$ cat src/rtl/lock_pkg.sv
// Shared state encoding, defaults and timer sizing for the keypad lock sequencer.
package lock_pkg;

    typedef enum logic [2:0] {
        StIdle    = 3'd0,
        StRead    = 3'd1,
        StCmp     = 3'd2,
        StOpen    = 3'd3,
        StProg    = 3'd4,
        StCommit  = 3'd5,
        StLockout = 3'd6
    } lock_state_e;

    localparam int unsigned DIGIT_W_DEF     = 4;
    localparam int unsigned CODE_LEN_DEF    = 3;
    localparam int unsigned UNLOCK_CYC_DEF  = 500;
    localparam int unsigned LOCKOUT_CYC_DEF = 1000;

    // Bits needed to hold the larger of the two timer reload values.
    function automatic int unsigned timer_w(input int unsigned a, input int unsigned b);
        int unsigned m;
        m = (a > b) ? a : b;
        return $clog2(m + 1);
    endfunction

endpackage

$ cat src/rtl/lock_timer.sv
// Loadable down-counter shared by the unlock window and the lockout period.
module lock_timer
    import lock_pkg::*;
#(
    parameter int unsigned TW = 10
) (
    input  logic          CLK,
    input  logic          reset,
    input  logic          load,
    input  logic [TW-1:0] value,
    input  logic          freeze,
    output logic          expired
);

    logic [TW-1:0] count_q, count_d;

    always_comb begin
        count_d = count_q;
        if (load) begin
            count_d = value;
        end else if (!freeze && (count_q != '0)) begin
            count_d = count_q - 1'b1;
        end
    end

    always_ff @(posedge CLK) begin
        if (reset) begin
            count_q <= '0;
        end else begin
            count_q <= count_d;
        end
    end

    // A load of N yields exactly N cycles before the state leaves on this pulse.
    assign expired = !freeze && !load && (count_q == TW'(1));

endmodule

$ cat src/rtl/lock_seq_ctrl.sv
// Keypad lock sequencer: digit-by-digit compare against the code RAM, timed unlock,
// in-session reprogramming of the code and a timed lockout after repeated failures.
module lock_seq_ctrl
    import lock_pkg::*;
#(
    parameter int unsigned DIGIT_W     = DIGIT_W_DEF,
    parameter int unsigned CODE_LEN    = CODE_LEN_DEF,
    parameter int unsigned AW          = 2,
    parameter int unsigned MAX_FAIL    = 3,
    parameter int unsigned UNLOCK_CYC  = UNLOCK_CYC_DEF,
    parameter int unsigned LOCKOUT_CYC = LOCKOUT_CYC_DEF
) (
    input  logic               CLK,
    input  logic               reset,
    input  logic               key_valid,
    input  logic [DIGIT_W-1:0] key_digit,
    input  logic               prog,
    output logic [AW-1:0]      ram_addr,
    output logic               ram_we,
    output logic [DIGIT_W-1:0] ram_wdata,
    input  logic [DIGIT_W-1:0] ram_rdata,
    output logic               enable,
    output logic               error,
    output logic               busy,
    output logic [1:0]         fail_cnt
);

    localparam int unsigned   TW           = timer_w(UNLOCK_CYC, LOCKOUT_CYC);
    localparam logic [AW-1:0] LAST_IDX     = AW'(CODE_LEN - 1);
    localparam logic [1:0]    MAX_FAIL_CNT = 2'(MAX_FAIL);
    localparam logic [TW-1:0] UNLOCK_VAL   = TW'(UNLOCK_CYC);
    localparam logic [TW-1:0] LOCKOUT_VAL  = TW'(LOCKOUT_CYC);

    lock_state_e        state_q, state_d;
    logic [AW-1:0]      idx_q, idx_d;
    logic               bad_q, bad_d, bad_next;
    logic [1:0]         fail_q, fail_d, fail_inc;
    logic [DIGIT_W-1:0] digit_q, digit_d;
    logic               err_pulse_q, err_pulse_d;
    logic               prog_q;
    logic [DIGIT_W-1:0] shadow_q [CODE_LEN];
    logic [DIGIT_W-1:0] shadow_d [CODE_LEN];
    logic               tmr_load, tmr_freeze, tmr_expired;
    logic [TW-1:0]      tmr_value;

    lock_timer #(
        .TW(TW)
    ) u_timer (
        .CLK    (CLK),
        .reset  (reset),
        .load   (tmr_load),
        .value  (tmr_value),
        .freeze (tmr_freeze),
        .expired(tmr_expired)
    );

    always_comb begin
        state_d     = state_q;
        idx_d       = idx_q;
        bad_d       = bad_q;
        fail_d      = fail_q;
        digit_d     = digit_q;
        err_pulse_d = 1'b0;
        shadow_d    = shadow_q;
        tmr_load    = 1'b0;
        tmr_value   = '0;
        tmr_freeze  = 1'b0;
        bad_next    = bad_q | (ram_rdata != digit_q);
        fail_inc    = (fail_q == MAX_FAIL_CNT) ? fail_q : fail_q + 2'd1;

        unique case (state_q)
            StIdle: begin
                if (key_valid && !prog) begin
                    digit_d = key_digit;
                    state_d = StRead;
                end
            end
            StRead: state_d = StCmp;
            StCmp: begin
                if (idx_q != LAST_IDX) begin
                    idx_d   = idx_q + 1'b1;
                    bad_d   = bad_next;
                    state_d = StIdle;
                end else begin
                    idx_d = '0;
                    bad_d = 1'b0;
                    if (!bad_next) begin
                        fail_d    = '0;
                        tmr_load  = 1'b1;
                        tmr_value = UNLOCK_VAL;
                        state_d   = StOpen;
                    end else begin
                        fail_d      = fail_inc;
                        err_pulse_d = 1'b1;
                        if (fail_inc == MAX_FAIL_CNT) begin
                            tmr_load  = 1'b1;
                            tmr_value = LOCKOUT_VAL;
                            state_d   = StLockout;
                        end else begin
                            state_d = StIdle;
                        end
                    end
                end
            end
            StOpen: begin
                // Expiry outranks a coincident program request.
                if (tmr_expired) begin
                    state_d = StIdle;
                end else if (prog && !prog_q) begin
                    state_d = StProg;
                end
            end
            StProg: begin
                tmr_freeze = 1'b1;
                if (!prog) begin
                    idx_d    = '0;
                    shadow_d = '{default: '0};
                    state_d  = StIdle;
                end else if (key_valid) begin
                    shadow_d[idx_q] = key_digit;
                    if (idx_q == LAST_IDX) begin
                        idx_d   = '0;
                        state_d = StCommit;
                    end else begin
                        idx_d = idx_q + 1'b1;
                    end
                end
            end
            StCommit: begin
                if (idx_q == LAST_IDX) begin
                    idx_d   = '0;
                    state_d = StIdle;
                end else begin
                    idx_d = idx_q + 1'b1;
                end
            end
            StLockout: begin
                if (tmr_expired) begin
                    fail_d  = '0;
                    state_d = StIdle;
                end
            end
            default: state_d = StIdle;
        endcase
    end

    always_ff @(posedge CLK) begin
        if (reset) begin
            state_q     <= StIdle;
            idx_q       <= '0;
            bad_q       <= 1'b0;
            fail_q      <= '0;
            digit_q     <= '0;
            err_pulse_q <= 1'b0;
            prog_q      <= 1'b0;
            shadow_q    <= '{default: '0};
        end else begin
            state_q     <= state_d;
            idx_q       <= idx_d;
            bad_q       <= bad_d;
            fail_q      <= fail_d;
            digit_q     <= digit_d;
            err_pulse_q <= err_pulse_d;
            prog_q      <= prog;
            shadow_q    <= shadow_d;
        end
    end

    always_comb begin
        ram_addr  = idx_q;
        ram_we    = 1'b0;
        ram_wdata = '0;
        enable    = 1'b0;
        error     = err_pulse_q;
        busy      = 1'b0;
        unique case (state_q)
            StRead, StCmp: busy = 1'b1;
            StOpen, StProg: enable = 1'b1;
            StCommit: begin
                // Reset kills the write in the very cycle it is asserted.
                ram_we    = !reset;
                ram_wdata = shadow_q[idx_q];
                enable    = 1'b1;
                busy      = 1'b1;
            end
            StLockout: begin
                error = 1'b1;
                busy  = 1'b1;
            end
            default: ;
        endcase
    end

    assign fail_cnt = fail_q;

endmodule

$ cat config.mk
export PLATFORM = sky130hd
export DESIGN_NAME = lock_seq_ctrl
export DESIGN_NICKNAME = d
export VERILOG_FILES = /design/src/rtl/lock_pkg.sv /design/src/rtl/lock_timer.sv /design/src/rtl/lock_seq_ctrl.sv
export SDC_FILE = /design/constraint.sdc
export NUM_CORES = 1
export LEC_CHECK = 0
export CELL_PAD_IN_SITES_DETAIL_PLACEMENT = 0
export CELL_PAD_IN_SITES_GLOBAL_PLACEMENT = 2
export CORE_MARGIN = 2
export CORE_UTILIZATION = 33
export DETAILED_ROUTE_END_ITERATION = 8
export HOLD_SLACK_MARGIN = 0.08
export PLACE_DENSITY = 0.89
export SYNTH_ARGS = -nofsm -noshare
export SYNTH_HDL_FRONTEND = slang
export SYNTH_SLANG_ARGS = --single-unit
$ cat constraint.sdc
create_clock -name CLK -period 2.2 [get_ports CLK]
set_input_delay 0.44 -clock CLK [delete_from_list [all_inputs] [get_ports CLK]]
set_output_delay 0.44 -clock CLK [all_outputs]
set_load 0.03 [all_outputs]
==> results of run 1 <==
critical path, delay by kind of cell (launching register included):
kind,cells,cell delay [ps]
adder cells (fa/ha/maj),1,280
buffers and inverters,2,750
flip-flops,1,360
layout by cell type, fill, tap and decap left out, types with 2 or more instances in the layout:
master / instances
o21ai_0: 5
inv_1: 9
nor4_1: 2
a22oi_1: 14
mux2i_1: 8
nor3_1: 6
clkbuf_8: 6
dlygate4sd2_1: 3
clkdlybuf4s50_1: 15
nand2_1: 23
ha_1: 7
xnor2_1: 5
a21oi_1: 10
o311ai_0: 2
nand3_1: 4
nor3b_1: 2
nand2b_1: 3
o22a_1: 3
a41oi_1: 2
nor2_1: 35
o21ai_1: 2
nor2b_1: 5
clkinv_2: 2
o22ai_1: 2
dfxtp_1: 36
xor2_1: 5
and3_1: 6
a211oi_1: 6
buf_4: 28
a221oi_1: 2
per-stage QoR:
step	instances	power, mW
final	353	3.08
after detailed placement	344	2.58
after global placement	344	2.58
after floorplan	233	2.08
after global routing	353	3.31
after CTS	352	3.07
worst max-delay path by stage:
stage,slack (ps),to,from,cells past startpoint
finish,80,busy,state_q[0],3
global route,5,busy,state_q[0],3
floorplan,110,ram_wdata[1],ram_addr[0],4
global placement,20,state_q[2],key_valid,8
detailed placement,-70,u_timer.count_q[1],ram_rdata[3],8
CTS,40,enable,state_q[1],5
flip-flops by register name, indices dropped and copies added, names as in the netlist:
signal	count
prog_q	1
fail_cnt	2
ram_addr	2
err_pulse_q	1
u_timer.count_q	10
shadow_q	12
digit_q	4
bad_q	1
state_q	3
final cells by class:
class | count | share of cell area, %
Clock inverter | 2 | 0.400
Sequential cell | 36 | 28.8
Clock buffer | 6 | 3.30
Inverter | 10 | 1.50
Timing Repair Buffer | 47 | 16.0
Multi-Input combinational cell | 177 | 46.2
Tap cell | 75 | 3.75
cells by family (layout without fill, tap and decap cells):
| group | count (synthesis) | after routing | share of synthesized area, % |
|---|---|---|---|
| buffers and inverters | 20 | 65 | 4.09 |
| flip-flops | 36 | 36 | 36.8 |
| multiplexers | 8 | 8 | 4.09 |
| adder cells (fa/ha/maj) | 7 | 7 | 4.48 |
| XOR/XNOR | 10 | 10 | 4.48 |
| AO/OA/AOI/OAI | 56 | 56 | 21.3 |
| AND/OR/NAND/NOR | 96 | 96 | 24.7 |
layer usage:
metal | share of wire (%) | up-vias | routed length, um | track usage (%)
li1 | - | 922 | - | -
met5 | 0 | - | 0 | 0
met1 | 47 | 845 | 2300 | 20.9
met3 | 3.8 | 5 | 185 | 3.22
met4 | 1.0 | 0 | 51 | 4.75
met2 | 48 | 29 | 2380 | 27.9
where the power goes:
group,switching [mW],leakage [nW],internal (mW),total (mW)
logic,0.856,0.667,0.771,1.63
registers,0.165,0.294,0.793,0.958
clock network,0.242,0.0510,0.250,0.492
total,1.26,1.01,1.81,3.08
repair_timing:
action,4_1_cts,5_1_grt
setup endpoints to repair,3,5
buffers inserted,0,1
cloned,0,0
gates resized for setup,3,3
synthesized netlist by cell type (all sizes together) (7+ instances only):
library cell	count	area share [%]
nand2	23	4.4
o21ai	7	1.8
inv	9	1.7
dfxtp	36	37
clkbuf	7	1.3
ha	7	4.5
a22oi	14	5.4
nor2	35	6.7
nor3	7	2.0
a21oi	10	2.6
mux2i	8	4.1
==> impl_metrics.tcl, run 1 <==
set metrics [dict create \
    status "finished clean" \
    vias 1801 \
    async_reset_ff_share_pct 0 \
    grt_usage_pct 16.3 \
    cts_hold_buf 0 \
    syn-num-nets 252 \
    cts_tree "yes" \
    cts_sinks 36 \
    cp_slowest_stage_delay_ps 660 \
    grt_pass1_wl_um 8250 \
    cts_root_buf "clkbuf_8" \
    netlist_instances 233 \
    netlist_area_um2 1960 \
    drcViolationCount 0 \
    setup_viol 0 \
    arrival_ps 1680 \
    wl_per_cell_um 13.9 \
    multi_input_area_um2 1160 \
    rows 28 \
    peakVddDrop_mv 0.531 \
    whs_path_depth 2 \
    fp.dieW_um 81.0 \
    ant_nets 0 \
    leakage_nw 1.01 \
    crit_chain "inv_1 -> ha_1 -> clkdlybuf4s50_1" \
    synth_seq_area_share_pct 36.8 \
    antenna_found_initial 0 \
    r2r-end "state_q[2]" \
    preCtsSetupSlack_ps -67.8 \
    drv_cap 0 \
    syn2layout_area_growth_pct 27.7 \
    clkLatencyLatePin_ps 290 \
    drive_above_1_share_pct 16.2 \
    period_minus_slack_ps 2120 \
    post-route-cell-area_um2 2500 \
    fillerInstances 624 \
    cp_data_required_time_ps 1760 \
    numPortBuffers 23 \
    core_um2 5820 \
    fin_setup_tns_ps 0 \
    wl_um 4920 \
    worst_clock_skew_ps 3.88 \
    critical_path.slowest_cell "clkdlybuf4s50_1" \
    clockBufferDepth 2 \
    r2r_start "state_q[0]" \
    routabilityCongestion 0.854 \
    synth_ff_type "dfxtp_1" \
    initial_core_util_pct 33.6 \
    drtPass1Iterations 4 \
    synth_edf_count 0 \
    reg2reg_depth 9 \
    vias_per_cell 5.10 \
    diodes 0 \
    grt_pass1_vias 1729 \
    start_kind "register" \
    ioPinCount 24 \
    dieArea_um2 6560 \
    ctsHtreeMaxLevel 2 \
    gr-total-overflow 0 \
    grt_max_degree 37 \
    tightestPinTransition_ps 432 \
    ys_ff_latch 36 \
    hp-class "reg2reg" \
    relSlewSlack_pct 71.0 \
    cp-end-kind "primary output" \
    numCtsBuffers 5 \
    synth_warnings 0 \
    placed_area_um2 2400 \
    final_core_util_pct 43.0 \
    rsz0062_at_grt "no" \
    dieHeight_um 81.0 \
    fmax_mhz 471 \
    drv_slew 0 \
    drt_iter0_drc 80 \
    hold_violations 0 \
    critPathKind "reg2out" \
    hold_end "u_timer.count_q[4]" \
    clk_pin_slew_ps 70 \
    ys_types 47 \
    place_hpwl_um 3680 \
    regArea_um2 721 \
    layout_setup_ws_ps 78.5 \
    whs_ps 507 \
    p_per_area_nw_per_um2 1230 \
    r2r_setup_slack_ps 150 \
    min_from "u_timer.count_q[4]" \
    syn_area_per_cell_um2 8.40 \
    timing.final.crit_share_pct 96.4 \
    cp_max_fo 3 \
    fin_nets 296 \
]
No activity file was read; power rests on OpenSTA's default activity.
==> inputs of run 2 (changes only) <==
GPL_TIMING_DRIVEN = 0   (was not set)
==> run 2 against run 1 <==
Power rose by 0.21%. Via count decreased by 2.4%. Non-clock buffer count shrank 13. Design area shrank 1.9%. Clock power about the same. Sequential share of layout area is 0.65 points higher. Critical path type unchanged. Utilization decreased by 0.80 points. Count of clock-buffer cells in the layout grew 2. Setup slack gained 39 ps. Wire length is 1.3% higher. Sequential power increased by 2.8%.
==> impl_metrics.tcl, run 2 (synthesized netlist as in run 1, its figures left out) <==
set metrics [dict create \
    grt_usage_pct 16.2 \
    cts_sinks 36 \
    post-route-cell-area_um2 2450 \
    layout_setup_ws_ps 118 \
    vias_per_cell 5.17 \
    numCtsBuffers 5 \
    cp-end-kind "primary output" \
    setup.worst_path.end "ram_wdata[1]" \
    rsz0062_at_grt "no" \
    final_core_util_pct 42.2 \
    drt_iter0_drc 79 \
    most-common-layout-cells "34 x nor2_1, 34 x dfxtp_1, 20 x nand2_1" \
    diodes 0 \
    cts_tree "yes" \
    crit_family "buffers and inverters" \
    fp.dieW_um 81.0 \
    preCtsSetupSlack_ps -308 \
    place_hpwl_um 3610 \
    hold_violations 0 \
    dieArea_um2 6560 \
    gr-total-overflow 0 \
    placed_area_um2 2270 \
    syn2layout_area_growth_pct 25.4 \
    grt_pass1_wl_um 8080 \
    peakVddDrop_mv 0.570 \
    numPortBuffers 22 \
    r2r_setup_slack_ps 180 \
    initial_core_util_pct 33.6 \
    drv_slew 0 \
    vias 1757 \
    cp_max_fo 10 \
    hp-class "reg2reg" \
    cp_slowest_stage_delay_ps 420 \
    core_um2 5820 \
    cp_data_required_time_ps 1760 \
    antenna_found_initial 0 \
    period_minus_slack_ps 2080 \
    cp-startpoint "ram_addr[0]" \
    wl_per_cell_um 14.7 \
    fin_nets 283 \
    r2r-end "u_timer.count_q[9]" \
    ctsHtreeMaxLevel 2 \
    ioPinCount 24 \
    ant_nets 0 \
    crit_chain "clkbuf_4 -> mux2i_1 -> o22a_1 -> nor2_1 -> clkdlybuf4s15_2" \
    critical_path.slowest_cell "dfxtp_2" \
    p_per_area_nw_per_um2 1260 \
    reg.largest.list "shadow_q x12, u_timer.count_q x10, digit_q x4" \
    wl_um 4980 \
    fmax_mhz 480 \
    timing.final.crit_share_pct 94.7 \
    start_kind "register" \
    min_from "shadow_q[11]" \
    dieHeight_um 81.0 \
    fin_setup_tns_ps 0 \
    r2r_start "state_q[0]" \
    drtPass1Iterations 4 \
    worst-path-stages 5 \
    grt_max_degree 11 \
    rows 28 \
    reg2reg_depth 9 \
    routabilityCongestion 0.819 \
    drcViolationCount 0 \
    tightestPinTransition_ps 544 \
    status "finished clean" \
    clockBufferDepth 2 \
    path_buf_inv 2 \
    worst_clock_skew_ps 3.94 \
    relSlewSlack_pct 63.4 \
    arrival_ps 1640 \
    clk_pin_slew_ps 70 \
    largest_reg_flops 12 \
    cts_root_buf "clkbuf_8" \
    critPathKind "reg2out" \
    top_register "shadow_q" \
    leakage_nw 0.930 \
    clkLatencyLatePin_ps 290 \
    drive_above_1_share_pct 15.8 \
    setup_viol 0 \
    cts_hold_buf 0 \
    drv_cap 0 \
    grt_pass1_vias 1666 \
    whs_ps 508 \
]
## run 2: cell types whose count changed in the layout (fill, tap and decap cells not counted), moves of 3 or more
| cell | delta |
|---|---|
| nand2_2 | +3 |
| clkbuf_1 | +5 |
| nand2_1 | -3 |
| buf_4 | -25 |
| clkbuf_2 | +6 |
## run 2: worst min-delay path by stage
stage / to / slack (ps) / cells after the start
floorplan: shadow_q[10] / 460 / 2
global placement: shadow_q[7] / 480 / 2
detailed placement: shadow_q[5] / 490 / 2
CTS: u_timer.count_q[4] / 500 / 2
global route: prog_q / 520 / 2
finish: shadow_q[11] / 510 / 2
## run 2: layout make-up
| class | count | area, um2 |
|---|---|---|
| inverters | 10 | 41.3 |
| flip-flops and latches | 36 | 723 |
| fillers | 617 | 3360 |
| plain buffers | 10 | 50.0 |
| repair buffers | 24 | 224 |
| well taps | 75 | 93.8 |
| clock buffers | 8 | 90.1 |
| multi-input cells | 177 | 1230 |
## run 2: metrics by stage
| stage | instances | total power [mW] |
|---|---|---|
| after floorplan | 233 | 2.08 |
| after global placement | 330 | 2.42 |
| after detailed placement | 330 | 2.43 |
| after CTS | 339 | 2.96 |
| after global routing | 340 | 3.33 |
| final | 340 | 3.08 |
## run 2: worst register-to-register path, cell delays in order, from the launching register on
cell and delay, ps:
dfxtp_1 370, inv_1 90, ha_2 250, and2_0 160, buf_2 160, a31oi_4 170
and3_1 230, a21oi_1 80, a31o_2 210, a211oi_1 210
## run 2: timing repair
item | in CTS | in global routing
endpoints found under the setup margin | 8 | 16
resized for setup | 18 | 27
pin swaps | 0 | 2
buffers inserted | 1 | 1
## run 2: power by group
| part | internal (mW) | leakage [nW] | total [mW] | switching, mW |
|---|---|---|---|---|
| clock | 0.256 | 0.0455 | 0.493 | 0.237 |
| combinational | 0.727 | 0.590 | 1.60 | 0.877 |
| sequential | 0.797 | 0.294 | 0.985 | 0.189 |
## run 2: layer usage
metal  vias to the layer above  wire length [um]  track usage [%]
met3                         8               181             4.44
met2                        36              2320             25.7
met5                         -                 0                0
li1                        899                 -                -
met1                       814              2420             21.6
met4                         0                59             4.24
